## config.mk

```make
export PLATFORM = sky130hd
export DESIGN_NAME = pipe_hazard_ctrl
export DESIGN_NICKNAME = d
export VERILOG_FILES = /design/src/rtl/pipe_hazard_ctrl.sv
export SDC_FILE = /design/constraint.sdc
export NUM_CORES = 1
export LEC_CHECK = 0
export CAP_MARGIN = 40
export CORE_MARGIN = 2
export CORE_UTILIZATION = 25
export DETAILED_ROUTE_END_ITERATION = 10
export GPL_ROUTABILITY_DRIVEN = 0
export PLACE_DENSITY = 0.58
export SYNTH_ARGS = -nofsm -noshare
export SYNTH_HDL_FRONTEND = slang
export SYNTH_SLANG_ARGS = --single-unit
export TNS_END_PERCENT = 30
```

## constraint.sdc

```tcl
create_clock -name clk -period 3.6 [get_ports clk]
set_input_delay 0.54 -clock clk [delete_from_list [all_inputs] [get_ports clk]]
set_output_delay 0.54 -clock clk [all_outputs]
set_load 0.02 [all_outputs]
```

## src/rtl/pipe_hazard_ctrl.sv

```systemverilog
// Pipeline hazard/flush controller: per-stage stall/flush vectors, PC redirect,
// multi-cycle EX hold FSM and a saturating mispredict counter.
module pipe_hazard_ctrl #(
  parameter int STAGES = 5,
  parameter int EX_IDX = 3,
  parameter int AW     = 32,
  parameter int MC_W   = 6,
  parameter int CNT_W  = 16
) (
  input  logic              clk,
  input  logic              rstn,
  input  logic [STAGES-1:0] stall_req_i,
  input  logic              prd_jump_en_i,
  input  logic              id_ex_jump_en_i,
  input  logic              ex_jump_en_i,
  input  logic [AW-1:0]     ex_jump_addr_i,
  input  logic [AW-1:0]     ex_pc_i,
  input  logic              mc_start_i,
  input  logic [MC_W-1:0]   mc_cycles_i,
  input  logic              excp_req_i,
  input  logic [AW-1:0]     excp_addr_i,
  input  logic              cnt_clr_i,
  output logic [STAGES-1:0] stall_o,
  output logic [STAGES-1:0] flush_o,
  output logic              redirect_en_o,
  output logic [AW-1:0]     redirect_addr_o,
  output logic              prd_fail_o,
  output logic              mc_busy_o,
  output logic              mc_done_o,
  output logic [CNT_W-1:0]  mispredict_cnt_o
);

  localparam logic [0:0] StIdle   = 1'b0;
  localparam logic [0:0] StMcHold = 1'b1;

  logic [0:0]        state_q, state_d;
  logic [MC_W-1:0]   mc_cnt_q, mc_cnt_d;
  logic [CNT_W-1:0]  mp_cnt_q, mp_cnt_d;

  logic              prd_fail;
  logic [STAGES-1:0] stall_c, flush_c;
  logic              redirect_en_c;
  logic [AW-1:0]     redirect_addr_c;
  logic              mc_done_c;

  assign prd_fail = (state_q == StIdle) && (ex_jump_en_i != id_ex_jump_en_i);

  always_comb begin
    int hi;
    stall_c         = '0;
    flush_c         = '0;
    redirect_en_c   = 1'b0;
    redirect_addr_c = '0;
    mc_done_c       = 1'b0;
    hi              = -1;
    for (int i = 0; i < STAGES; i++) begin
      if (stall_req_i[i]) hi = i;
    end

    if (excp_req_i) begin
      for (int i = 0; i < STAGES; i++) flush_c[i] = (i <= EX_IDX);
      redirect_en_c   = 1'b1;
      redirect_addr_c = excp_addr_i;
    end else if (state_q == StMcHold) begin
      for (int i = 0; i < STAGES; i++) begin
        stall_c[i] = (i <= EX_IDX);
        flush_c[i] = (i == EX_IDX + 1);
      end
      mc_done_c = (mc_cnt_q == MC_W'(1));
    end else if (prd_fail) begin
      for (int i = 0; i < STAGES; i++) flush_c[i] = (i < EX_IDX);
      redirect_en_c   = 1'b1;
      redirect_addr_c = ex_jump_en_i ? ex_jump_addr_i : ex_pc_i + AW'(4);
    end else if (hi >= 0) begin
      for (int i = 0; i < STAGES; i++) begin
        stall_c[i] = (i <= hi);
        flush_c[i] = (i == hi + 1);
      end
    end else if (prd_jump_en_i) begin
      // Only IF/ID gets the bubble; ID/EX advances so EX can verify the guess.
      flush_c[1] = 1'b1;
    end
  end

  always_comb begin
    state_d  = state_q;
    mc_cnt_d = mc_cnt_q;
    case (state_q)
      StIdle: begin
        if (mc_start_i && (mc_cycles_i != '0) && !excp_req_i && !prd_fail) begin
          state_d  = StMcHold;
          mc_cnt_d = mc_cycles_i;
        end
      end
      StMcHold: begin
        if (excp_req_i) begin
          state_d  = StIdle;
          mc_cnt_d = '0;
        end else begin
          mc_cnt_d = mc_cnt_q - MC_W'(1);
          if (mc_cnt_q == MC_W'(1)) state_d = StIdle;
        end
      end
      default: begin
        state_d  = StIdle;
        mc_cnt_d = '0;
      end
    endcase
  end

  always_comb begin
    mp_cnt_d = mp_cnt_q;
    if (cnt_clr_i) begin
      mp_cnt_d = '0;
    end else if (prd_fail && !excp_req_i && (mp_cnt_q != '1)) begin
      mp_cnt_d = mp_cnt_q + CNT_W'(1);
    end
  end

  always_ff @(posedge clk) begin
    if (!rstn) begin
      state_q  <= StIdle;
      mc_cnt_q <= '0;
      mp_cnt_q <= '0;
    end else begin
      state_q  <= state_d;
      mc_cnt_q <= mc_cnt_d;
      mp_cnt_q <= mp_cnt_d;
    end
  end

  // Outputs are forced low for the whole time reset is held.
  assign stall_o          = rstn ? stall_c : '0;
  assign flush_o          = rstn ? flush_c : '0;
  assign redirect_en_o    = rstn & redirect_en_c;
  assign redirect_addr_o  = rstn ? redirect_addr_c : '0;
  assign prd_fail_o       = rstn & prd_fail;
  assign mc_busy_o        = rstn & (state_q == StMcHold);
  assign mc_done_o        = rstn & mc_done_c;
  assign mispredict_cnt_o = rstn ? mp_cnt_q : '0;

endmodule
```

[Yosys cells after proc, flatten, opt, wreduce, memory -nomap -nowiden]
Index checks and enable logic that the tools add are counted.
Operators by class
  eq/ne operators: 8
  muxes and demuxes: 36
  reductions and logical operators: 11
  magnitude comparators: 6
  bitwise gates (word level): 6
  add/sub/neg operators: 4
Operators by type and width (number)
  $mux 32: 10
  $eq 3x32->1 const A: 2
  $le 3x32->1 const A: 2
  $mux 5: 9
  $add 32x2->32 const B: 1
  $add 32x3->32 const B: 1
  $eq 2x32->1 const A: 1
  $eq 4x32->1 const A: 1
  $ge 32x1->1 const B: 1
  $le 1x32->1 const A: 1
  $le 2x32->1 const A: 1
  $le 4x32->1 const A: 1
  $logic_not 32->1: 1
  $add 16x1->16 const B: 1
  $mux 16: 1
  $ne 16x16->1 const B: 1
  $mux 6: 2
  $pmux 6 s2: 1
  $mux 1: 11
  $eq 6x1->1 const B: 1
  $logic_and 1x1->1: 6
  $reduce_bool 6->1: 1
  $sub 6x1->6 const B: 1
  $and 1x1->1: 4
  7 further kinds: 9
Word-level totals
  word-level logic and storage cells: 74
  register bits: 23
  input bits: 115
  output and inout port bits: 62

[Logic depth before layout (Yosys ltp)]
  depth after elaboration: 12
  depth in mapped cells: 8
  depth with buffers taken out: 8

[Worst setup path after synthesis]
Ideal clock, no wire load.
  path type: in2out
  start: input port stall_req_i[4]
  end: output port flush_o[2]
  buffers on the path: 0
  required time: 3060 ps
  slack: 526 ps
  stages: 6
  data arrival time: 2534 ps
  cells stage by stage: or3_1 > or2_2 > ha_1 > nor4bb_1 > nand4_1 > a21boi_0
Between the ends
  word-level cells in the longest chain between the ends: 8
  elaborated cells between the ends (all ways): 9
  those cells by class: add/sub (1); order compare (1); eq/ne (1); mux (6)
RTL lines
  from (decl): RTL line 12  | input logic [STAGES-1:0] stall_req_i,
  $mux 32 *: RTL line 57  | if (stall_req_i[i]) hi = i;
  $add 32x2->32: RTL line 77  | flush_c[i] = (i == hi + 1);
  $eq 3x32->1: RTL line 77
  $mux 3 *: RTL line 74  | end else if (hi >= 0) begin
  $mux 5 *: RTL line 70  | end else if (prd_fail) begin
  $mux 5 *: RTL line 64  | end else if (state_q == StMcHold) begin
  $mux 5 *: RTL line 60  | if (excp_req_i) begin
  $mux 5 *: RTL line 134  | assign flush_o = rstn ? flush_c : '0;
  to (decl): RTL line 24  | output logic [STAGES-1:0] flush_o,
Every way passes the cells marked *; elsewhere a longest branch is shown, timed or not.

[Final worst setup path]
  start: input port ex_pc_i[11]
  end: output port redirect_addr_o[31]
Between the ends
  word-level cells in the longest chain between the ends: 6
RTL lines
  from (decl): RTL line 17  | input logic [AW-1:0] ex_pc_i,
  $add 32x3->32: RTL line 73  | redirect_addr_c = ex_jump_en_i ? ex_jump_addr_i : ex_pc_i + AW'(4);
  $mux 32: RTL line 73
  $mux 32: RTL line 70
  $mux 32: RTL line 64
  $mux 32: RTL line 60
  $mux 32: RTL line 136  | assign redirect_addr_o = rstn ? redirect_addr_c : '0;
  to (decl): RTL line 26  | output logic [AW-1:0] redirect_addr_o,
No other way between the ends.

==> results.json <==
{
  "cts_setup_buffers": 0,
  "antenna_found_initial": 0,
  "min_from": "mc_cnt_q[3]",
  "yosysTopAreaCell": "dfxtp_1",
  "worstMarginPinSlew_ps": 628,
  "critPathMostFrequentCell": "clkdlybuf4s50_1",
  "drc": 0,
  "critPathSlowestCell": "clkdlybuf4s50_1",
  "root_buffer": "clkbuf_16",
  "criticalPathCategory": "input port to output pin",
  "worstPathMaxFanout": 9,
  "synthTopCellsByCount": "nand2_1 (43), nor2_1 (32), xnor2_1 (31), o21ai_0 (29), and2_1 (28)",
  "rsz0062_at_grt": "no",
  "grt_use_total": 0.167,
  "yosysWarnings": 0,
  "die_w_um": 112,
  "wl_per_cell_um": 14.7,
  "fin_cells": 747,
  "hold_class": "flip-flop to flip-flop",
  "synth.area.top_cells": "dfxtp_1 (16%), xnor2_1 (9.3%), and2_1 (6.0%), nand2_1 (5.5%), o21ai_0 (5.0%)",
  "hold_depth": 1,
  "placed_cells": 743,
  "combPwrFrac": 0.473,
  "rows": 39,
  "hold_viol": 0,
  "cts_buffer_depth": 2,
  "worst-endpoint-required_ps": 3060,
  "num_antenna_cells": 0,
  "synth_cell_type_count": 52,
  "max-cap-violations": 0,
  "seq_area_um2": 460,
  "crit_path_max_incr_delay_ps": 630,
  "whs_ps": 478,
  "power.density_nw_per_um2": 191,
  "min_to": "mc_cnt_q[3]",
  "syn_inst": 420,
  "syn-num-nets": 541,
  "critPathCaptureType": "output pin",
  "numCtsBuffers": 3,
  "initial_core_util": 0.256,
  "ys_seq_area_frac": 0.158,
  "die_y_um": 112,
  "core_area_um2": 11400,
  "drt_pre_antenna_iters": 5,
  "rr_worst_depth": 6,
  "multi_input_area_um2": 2300,
  "grt_max_degree": 27,
  "cts_tree": "yes",
  "clk_pin_slew_ps": 60,
  "gr-total-overflow": 0,
  "cellLeakagePower_uw": 0.00201,
  "grtUsageMet1": 0.193,
  "nets": 726,
  "swShare": 0.312,
  "internal-power_uw": 666,
  "crit_path_cell_trace": "clkdlybuf4s50_1 > nand4_1 > or4_1 > buf_4 > nor3_4 > xnor2_1 > a21oi_1 > clkdlybuf4s50_1",
  "grt_pass1_wl_um": 17400,
  "grt_pass1_vias": 3638,
  "clkLatencyLatePin_ps": 260,
  "max-slew-margin-rel": 0.581,
  "met2_usage": 0.312,
  "final_core_util": 0.445,
  "slew_violations": 0,
  "boundaryPins": 177,
  "finalCriticalPeriod_ps": 3510,
  "avgSynthCellArea_um2": 6.93,
  "hold_buffers": 0,
  "switching_power_uw": 302,
  "p_clk_frac": 0.248,
  "viasPerCell": 4.88,
  "fin_crit_sh": 0.974,
  "drive_gt1_frac": 0.0993,
  "r2r-start": "mp_cnt_q[5]",
  "synth_async_sr_flop_share": 0,
  "synth_edf_count": 0,
  "hpwl_um": 9120,
  "drt-initial-drc-count": 123,
  "fmax_mhz": 285,
  "fill_cells": 1173,
  "start_kind": "input port",
  "ys.flop_type": "dfxtp_1",
  "htreeDepth": 1,
  "port_buffers": 176,
  "cp.arrival_ps": 2970,
  "r2r_setup_slack_ps": 1850,
  "fp.dieArea_um2": 12500,
  "ys_ff_latch": 23,
  "yosysMostFrequentCell": "nand2_1",
  "seqPwrFrac": 0.279,
  "gr-max-usage-layer": "met2",
  "reg2reg_to": "mp_cnt_q[9]",
  "synthToLayoutAreaGrowth_pct": 73.9,
  "cts.sinks": 23,
  "via_count": 3647,
  "outcome": "completed",
  "irDropWorstVdd_v": 0.000150,
  "ant_nets": 0,
  "finClkSkew_ps": 3.10,
  "syn_area_um2": 2910,
  "synth_top_cell_area_share": 0.158,
  "grtUsageMet3": 0.0348,
  "wl_um": 11000,
  "setup_violations": 0
}
==> worst max-delay path: cells and delay by family <==
kind,cells,cell delay (ps)
xor gates and xnor gates,1,80
and+or+nand+nor,3,800
buffers and inverters,3,1350
AOI/OAI and AO/OA,1,180
==> power groups by stage <==
stage	Clock (uW)	Sequential (uW)	Combinational [uW]
finish	239	270	458
CTS	248	270	464
detailed placement	0	276	461
floorplan	0	274	200
global route	260	271	495
global placement	0	275	457
==> final cells by class <==
class,count,area share
Multi-Input combinational cell,356,0.455
Timing Repair Buffer,204,0.391
Sequential cell,23,0.0910
Tap cell,143,0.0353
Clock buffer,4,0.0156
Inverter,17,0.0126
==> layer usage <==
metal  share of wire  vias to the layer above
li1                -                     1855
met1            0.41                     1662
met2            0.50                      112
met3           0.063                       18
met4           0.022                        0
met5               0                        -
==> timing repair <==
action	4_1_cts	5_1_grt
gates resized for setup	10	14
hold endpoints to repair	0	0
setup endpoints to repair	4	12
==> worst max-delay path by stage <==
stage,cells after the start,slack [ps],endpoint,start
after floorplan,6,530,flush_o[2],stall_req_i[4]
after global placement,10,-320,flush_o[3],stall_req_i[4]
after detailed placement,10,-410,flush_o[3],stall_req_i[4]
after CTS,9,10,redirect_addr_o[22],ex_pc_i[2]
after global routing,8,2,redirect_addr_o[31],ex_pc_i[11]
final,8,90,redirect_addr_o[31],ex_pc_i[11]
==> cells by family (layout without fill, tap and decap cells) <==
kind of cell	count (synthesis)	after routing	synth area share
compound gates	98	98	0.211
xor+xnor	44	44	0.132
fa+ha+maj	6	6	0.0258
buf+inv	41	225	0.0580
flops	23	23	0.158
mux	4	4	0.0138
simple gates	204	204	0.401
==> flip-flops by register name, indices dropped and copies added, names as in the netlist <==
name / cells
mc_cnt_q: 6
state_q: 1
mp_cnt_q: 16
==> metrics by stage <==
step | setup TNS (ps) | area [um2] | total power, uW | worst slack (ps)
after global placement | -942 | 4960 | 732 | -321
after global routing | 0 | 5060 | 1030 | 1.94
after floorplan | 0 | 2910 | 474 | 526
final | 0 | 5060 | 967 | 94.6
after CTS | 0 | 5050 | 982 | 10.3
after detailed placement | -1200 | 4960 | 736 | -415
==> layout by cell type, fill, tap and decap left out, types with 3 or more instances in the layout <==
cell             synthesis  routed
nor3_2                   7       7
dfxtp_1                 23      23
xor2_1                  13      13
nor2_1                  32      32
a22oi_1                 12      12
o21ai_1                 11      11
inv_1                   16      16
dlymetal6s2s_1           0       9
mux2i_1                  4       4
ha_1                     6       6
nand4_1                 12      12
clkdlybuf4s50_1          0     163
a32oi_1                  4       4
a22o_1                   5       5
nand2b_1                 3       3
nand3_1                 12      12
nor4_1                   4       4
o21ai_0                 29      29
and4_1                   5       5
and2_1                  28      28
and3_1                  10      10
xnor2_1                 31      31
a21oi_1                 20      20
nor3_1                  10      10
nor2b_1                 14      14
clkbuf_16                0       3
nand2_1                 43      43
buf_4                    0      28
or2_2                    7       7
Power figures use the tool's default switching activity.
